File: config.mk
export PLATFORM = sky130hd
export DESIGN_NAME = keypad_input
export DESIGN_NICKNAME = d
export VERILOG_FILES = /design/src/rtl/keypad_input.sv
export SDC_FILE = /design/constraint.sdc
export NUM_CORES = 1
export LEC_CHECK = 0
export CELL_PAD_IN_SITES_DETAIL_PLACEMENT = 0
export CELL_PAD_IN_SITES_GLOBAL_PLACEMENT = 1
export CORE_UTILIZATION = 46
export DETAILED_ROUTE_END_ITERATION = 6
export PLACE_DENSITY = 0.78
export RECOVER_POWER = 50
export SETUP_SLACK_MARGIN = 0.2
export SYNTH_ARGS = -nofsm -noshare
export SYNTH_HDL_FRONTEND = slang
export SYNTH_SLANG_ARGS = --single-unit
File: constraint.sdc
create_clock -name clk -period 2.4 [get_ports clk]
set_clock_uncertainty 0.05 [all_clocks]
set_input_delay 0.48 -clock clk [delete_from_list [all_inputs] [get_ports clk]]
set_output_delay 0.48 -clock clk [all_outputs]
set_load 0.1 [all_outputs]
File: src/rtl/keypad_input.sv
// keypad_input: two-flop synchroniser, tick-based per-button debounce and a held A+B+Select+Start reset-request detector.
// Optional macro KEY_SOCD_EN clears opposing direction pairs (left+right, up+down) on the key output.
module keypad_db_bit #(
  parameter int DEBOUNCE_TICKS = 10
) (
  input  logic clk,
  input  logic rst,
  input  logic i_raw,
  input  logic i_tick,
  output logic o_db
);
  localparam int CW = (DEBOUNCE_TICKS > 1) ? $clog2(DEBOUNCE_TICKS) : 1;

  logic [CW-1:0] r_cnt;
  logic          r_db;

  // Any cycle of agreement restarts the run; only ticks of continuous disagreement count.
  always_ff @(posedge clk) begin
    if (rst) begin
      r_db  <= 1'b0;
      r_cnt <= '0;
    end else if (i_raw == r_db) begin
      r_cnt <= '0;
    end else if (i_tick) begin
      if (r_cnt == CW'(DEBOUNCE_TICKS - 1)) begin
        r_db  <= ~r_db;
        r_cnt <= '0;
      end else begin
        r_cnt <= r_cnt + 1'b1;
      end
    end
  end

  assign o_db = r_db;
endmodule

module keypad_input #(
  parameter int TICK_DIV       = 12000,
  parameter int DEBOUNCE_TICKS = 10,
  parameter int COMBO_TICKS    = 2000
) (
  input  logic       clk,
  input  logic       rst,
  input  logic [7:0] btn_n,
  output logic [7:0] key,
  output logic       key_changed,
  output logic       rst_req
);
  localparam int PW = $clog2(TICK_DIV);
  localparam int KW = (COMBO_TICKS > 1) ? $clog2(COMBO_TICKS) : 1;

  typedef enum logic [1:0] {IDLE, COUNT, FIRE, WAIT_REL} combo_st_t;

  logic [7:0]    r_sync1, r_sync2;
  logic [PW-1:0] r_pre;
  logic [7:0]    r_key;
  logic          r_kc;
  combo_st_t     r_st;
  logic [KW-1:0] r_ccnt;
  logic          r_rst_req;
  logic [7:0]    w_raw, w_db, w_filt;
  logic          w_tick, w_combo;

  always_ff @(posedge clk) begin
    if (rst) begin
      r_sync1 <= 8'hFF;
      r_sync2 <= 8'hFF;
    end else begin
      r_sync1 <= btn_n;
      r_sync2 <= r_sync1;
    end
  end

  assign w_raw  = ~r_sync2;
  assign w_tick = (r_pre == PW'(TICK_DIV - 1));

  always_ff @(posedge clk) begin
    if (rst || w_tick) r_pre <= '0;
    else               r_pre <= r_pre + 1'b1;
  end

  keypad_db_bit #(.DEBOUNCE_TICKS(DEBOUNCE_TICKS)) u_db [7:0] (
    .clk    (clk),
    .rst    (rst),
    .i_raw  (w_raw),
    .i_tick (w_tick),
    .o_db   (w_db)
  );

`ifdef KEY_SOCD_EN
  always_comb begin
    w_filt = w_db;
    if (w_db[0] & w_db[1]) w_filt[1:0] = 2'b00;
    if (w_db[2] & w_db[3]) w_filt[3:2] = 2'b00;
  end
`else
  assign w_filt = w_db;
`endif

  always_ff @(posedge clk) begin
    if (rst) begin
      r_key <= 8'h00;
      r_kc  <= 1'b0;
    end else begin
      r_key <= w_filt;
      r_kc  <= (w_filt != r_key);
    end
  end

  // Combo uses the unfiltered debounced state so SOCD cleaning can never mask it.
  assign w_combo = (w_db[7:4] == 4'hF);

  always_ff @(posedge clk) begin
    if (rst) begin
      r_st      <= IDLE;
      r_ccnt    <= '0;
      r_rst_req <= 1'b0;
    end else begin
      r_rst_req <= 1'b0;
      case (r_st)
        IDLE: if (w_combo) begin
          r_st   <= COUNT;
          r_ccnt <= '0;
        end
        COUNT: begin
          if (!w_combo) begin
            r_st <= IDLE;
          end else if (w_tick) begin
            if (r_ccnt == KW'(COMBO_TICKS - 1)) begin
              r_st      <= FIRE;
              r_rst_req <= 1'b1;
            end else begin
              r_ccnt <= r_ccnt + 1'b1;
            end
          end
        end
        FIRE:     r_st <= WAIT_REL;
        WAIT_REL: if (!w_combo) r_st <= IDLE;
        default:  r_st <= IDLE;
      endcase
    end
  end

  assign key         = r_key;
  assign key_changed = r_kc;
  assign rst_req     = r_rst_req;
endmodule

Yosys cells after proc, flatten, opt, wreduce, memory -nomap -nowiden
Index checks and enable logic that the tools add are counted.
Operators by class
  add/sub/neg operators: 10
  equal/unequal tests: 30
  multiplexer cells: 20
  bitwise operators: 20
  reductions and logical operators: 22
Operator list (count)
  11-bit two-way mux: 4
  4-bit equality test (second input constant): 9
  4-bit by 1-bit adder with 4-bit output (second input constant): 8
  4-bit two-way mux: 8
  3-bit AND reduction: 8
  11-bit one-hot mux with 2 select lines: 1
  1-bit inverter: 19
  2-bit OR reduction: 8
  14-bit by 1-bit adder with 14-bit output (second input constant): 1
  14-bit equality test (second input constant): 1
  11-bit by 1-bit adder with 11-bit output (second input constant): 1
  11-bit equality test (second input constant): 1
  2-bit two-way mux: 5
  2-bit inequality test (second input constant): 5
  1-bit equality test: 8
  8-bit inequality test: 1
  8-bit inverter: 1
  2-bit one-hot mux with 4 select lines: 1
  3-bit inequality test (second input constant): 2
  5-bit AND reduction: 1
  2-bit equality test (second input constant): 2
  4-bit AND reduction: 1
  4-bit OR reduction: 1
  2-bit by 1-bit equality test with 1-bit output (second input constant): 1
  other kinds (4): 4
Storage, ports and cells
  register bits after elaboration: 93
  input bits: 10
  output and inout port bits: 10
  logic and storage cells: 126

Longest topological paths before layout
  depth in word-level cells: 5
  depth in mapped cells: 8
  mapped depth without buffers: 6

Hierarchy
Synthesis repeated with hierarchy kept, for this count alone.
Second synthesis, totals
  cells, all modules: 449
  area, all modules: 4105.2 µm²
By module, submodules not included
  keypad_input: times used 1, cells an instance 241, area an instance 2193.4 µm², seq. area each 1061.0 µm²
  keypad_db_bit: times used 8, cells an instance 26, area an instance 239.0 µm², seq. area each 100.1 µm²

Worst setup path before layout
OpenSTA, ideal clock, no wires.
  kind: reg-to-reg
  from: reg r_pre[0]
  to: reg r_ccnt[8]
  library setup time: 70 ps
  arrival: 2049 ps
  required time: 2280 ps
  slack: 231 ps
  stages on the path, launching flop included: 7
  period minus slack after synthesis: 2169 ps
  cells stage by stage: dfxtp_1 -> ha_1 -> nand4_1 -> nor4_4 -> or3b_1 -> or4_1 -> a21oi_1
Between the ends
  longest elaborated chain between the ends: 3
RTL lines
  start: declaration: line 55  | logic [PW-1:0] r_pre;
  start signal: assignment: line 79  | else r_pre <= r_pre + 1'b1;
  14-bit equality test: line 75  | assign w_tick = (r_pre == PW'(TICK_DIV - 1));
  2-bit inequality test (no source line)
  5-bit AND reduction (no source line)
  end signal: assignment: line 133  | r_ccnt <= r_ccnt + 1'b1;
  end: declaration: line 59  | logic [KW-1:0] r_ccnt;
Every way passes these cells.
A chain may end at the register's enable or synchronous reset.

Worst setup path after layout
  from: reg r_pre[0]
  to: reg r_ccnt[10]
The elaborated chain is that of the path after synthesis.

==> flow_metrics.env <==
export IMPL_multi_input_area_um2=2020
export IMPL_syn_to_final_growth_pct=16.7
export IMPL_drt_total_wl_mm=7.53
export IMPL_ios=20
export IMPL_slew_headroom_pct=22.7
export IMPL_die_h_um=94.2
export IMPL_combPwrFrac_pct=2.2
export IMPL_wl_per_cell_um=13.1
export IMPL_synth_flop_cell="dfxtp_1"
export IMPL_die_w_um=94.2
export IMPL_nNetsFinal=477
export IMPL_track_usage_pct=17.8
export IMPL_power_total_uw=2930
export IMPL_netlist_top_cells_count="dfxtp_1, nor2_1, nor2b_1"
export IMPL_critPathArrivalTime_ns=2.45
export IMPL_port_buffers=19
export IMPL_maxCapViolCount=0
export IMPL_seqCellArea_um2=1870
export IMPL_clk_latency_ns=0.35
export IMPL_rsz0062_at_grt="yes"
export IMPL_syn_nets=443
export IMPL_p_sw_share_pct=19.0
export IMPL_htreeDepth=3
export IMPL_p_clk_share_pct=44.3
export IMPL_hpwl_mm=4.84
export IMPL_worstMarginPinSlew_ns=1.16
export IMPL_postCtsHoldBufs=0
export IMPL_synth_most_common_cell="dfxtp_1"
export IMPL_ys_warn_count=0
export IMPL_core_area_um2=8220
export IMPL_slowest_stage="or4_4"
export IMPL_cts_sinks=93
export IMPL_synth_area_um2=3910
export IMPL_cp_required_ns=2.64
export IMPL_drtPass1Iterations=5
export IMPL_initial_core_util_pct=47.6
export IMPL_drt_iter0_drc=127
export IMPL_grt_pass1_wl_mm=12.5
export IMPL_grt_overflow_total=0
export IMPL_hp_class="reg -> reg"
export IMPL_fillCellCount=753
export IMPL_share_seq_of_total_power_pct=53.5
export IMPL_ys_ff_latch=93
export IMPL_timing_hold_ws_ns=0.354
export IMPL_status="complete, no violations"
export IMPL_finalSetupTns_ns=0
export IMPL_path_clk_slew_ns=0.09
export IMPL_synth_top_area_cell="dfxtp_1"
export IMPL_synth_area_leaders="dfxtp_1, nor2b_1, xor2_1"
export IMPL_maxSlewViolCount=0
export IMPL_drive_above_1_share_pct=15.8
export IMPL_rows=33
export IMPL_grt_max_degree=53
export IMPL_stdcell_count=573
export IMPL_place_gp_congestion=0.791
export IMPL_diodes=0
export IMPL_synth_edf_count=0
export IMPL_dieArea_um2=8870
export IMPL_synth_top_area_share_pct=47.6
export IMPL_final_area_um2=4560
export IMPL_synthArstFlopShare_pct=0
export IMPL_hold_viol=0
export IMPL_cp_end_kind="flop"
export IMPL_synth_distinct_cells=42
export IMPL_cts_root_buf="clkbuf_8"
export IMPL_crit_type="reg -> reg"
export IMPL_dp_cells=553
export IMPL_ys_seq_area_share_pct=47.6
export IMPL_numCtsBuffers=9
export IMPL_avgSynthCellArea_um2=9.07
export IMPL_finalSetupViolations=0
export IMPL_switching_power_uw=556
export IMPL_max_freq_mhz=452
export IMPL_crit_chain="ha_4 -> nand4_1 -> nor4_4 -> or3b_4 -> or4_4 -> a21oi_2"
export IMPL_min_period_ns=2.21
export IMPL_path_buf_inv=0
export IMPL_clockBufferDepth=2
export IMPL_max_stage_delay_ns=0.49
export IMPL_cts_tree="built"
export IMPL_crit_fanout=4
export IMPL_start_kind="flop"
export IMPL_avgViaCountPerCell=5.23
export IMPL_crit_family="simple AND/OR/NAND/NOR gates"
export IMPL_place_area_um2=4250
export IMPL_irDropWorstVdd_mv=0.304
export IMPL_power_leakage_uw=0.00169
export IMPL_ant_nets=0
export IMPL_route_detailed_drc=0
export IMPL_synthCells=431
export IMPL_antenna_found_initial=0
export IMPL_power_density_nw_per_um2=642
export IMPL_p_int_uw=2370
export IMPL_min_period_over_period_pct=92.3
export IMPL_grt_pass1_vias=2744
export IMPL_routed_via_count=2996
[power groups by stage]
stage                     clock, uW  sequential (uW)  combinational, uW
after floorplan                   0             1600               37.7
after global placement            0             1600               63.1
after detailed placement          0             1600               64.0
after CTS                      1330             1570               64.4
after global routing           1390             1570               73.5
final                          1300             1570               64.4
[per-stage QoR]
stage / util (%) / setup WS, ns
2_1_floorplan: - / 0.231
3_3_place_gp: 51.7 / 0.200
3_5_place_dp: 51.7 / 0.130
4_1_cts: 55.0 / 0.207
5_1_grt: 55.6 / 0.0960
6_report: 55.6 / 0.185
[cells by family (layout without fill, tap and decap cells)]
group	Yosys count	after routing	synth area share (%)
compound gates	68	68	9.86
xor+xnor	45	45	10.1
fa+ha+maj	2	2	0.640
buf+inv	18	55	1.79
flops	93	93	47.6
mux	1	1	0.256
simple gates	204	204	29.8
[metal layers]
layer	vias to the layer above	part of all wire [%]	track usage, %
li1	1580	-	-
met1	1384	52	24.0
met2	26	45	27.3
met3	6	1.8	3.32
met4	0	1.1	8.33
met5	-	0	0
[area by class of cell]
| type | instances | share of cell area (%) |
|---|---|---|
| clock buffers | 9 | 2.71 |
| well taps | 105 | 2.88 |
| multi-input cells | 320 | 44.2 |
| inverters | 5 | 0.411 |
| repair buffers | 36 | 6.17 |
| flip-flops and latches | 93 | 40.9 |
| clock inverters | 5 | 2.74 |
[worst paths after layout]
kind               from          to  slack, ns  depth (start not counted)
max            r_pre[0]  r_ccnt[10]       0.19                          6
min          r_sync1[4]  r_sync2[4]       0.35                          1
max reg2reg    r_pre[0]  r_ccnt[10]       0.19                          6
min reg2reg  r_sync1[4]  r_sync2[4]       0.35                          1
[what timing repair did]
action,in CTS,in global routing
setup endpoints to repair,3,10
gates cloned,0,1
setup buffers,1,4
pin swaps,3,5
gates resized for setup,5,12
[state kept, by name, summed over array words and instances (netlist names), 8 cells and up, named ones only]
signal	count
u_db.r_cnt	32
r_sync1	8
r_ccnt	11
u_db.o_db	8
r_sync2	8
r_pre	14
key	8
[cell usage in the layout (no fill, tap or decap), types with 3 or more instances in the layout]
| cell type | instances |
|---|---|
| nand4_1 | 6 |
| a211oi_1 | 3 |
| nor2_1 | 40 |
| inv_1 | 4 |
| or3_1 | 8 |
| nor2b_1 | 34 |
| bufinv_16 | 4 |
| dfxtp_1 | 88 |
| a21oi_1 | 23 |
| clkbuf_2 | 10 |
| and3_1 | 4 |
| and4b_1 | 8 |
| o21ai_0 | 23 |
| nor4_1 | 3 |
| clkbuf_8 | 9 |
| xnor2_1 | 21 |
| nand2_1 | 29 |
| or2_2 | 18 |
| nor3_1 | 12 |
| xor2_1 | 24 |
| buf_4 | 12 |
| dfxtp_2 | 5 |
| nand3_1 | 15 |
| a31oi_1 | 11 |
| and4_1 | 10 |
| clkdlybuf4s50_1 | 8 |
Note: power is estimated with default switching activity, not from simulation.
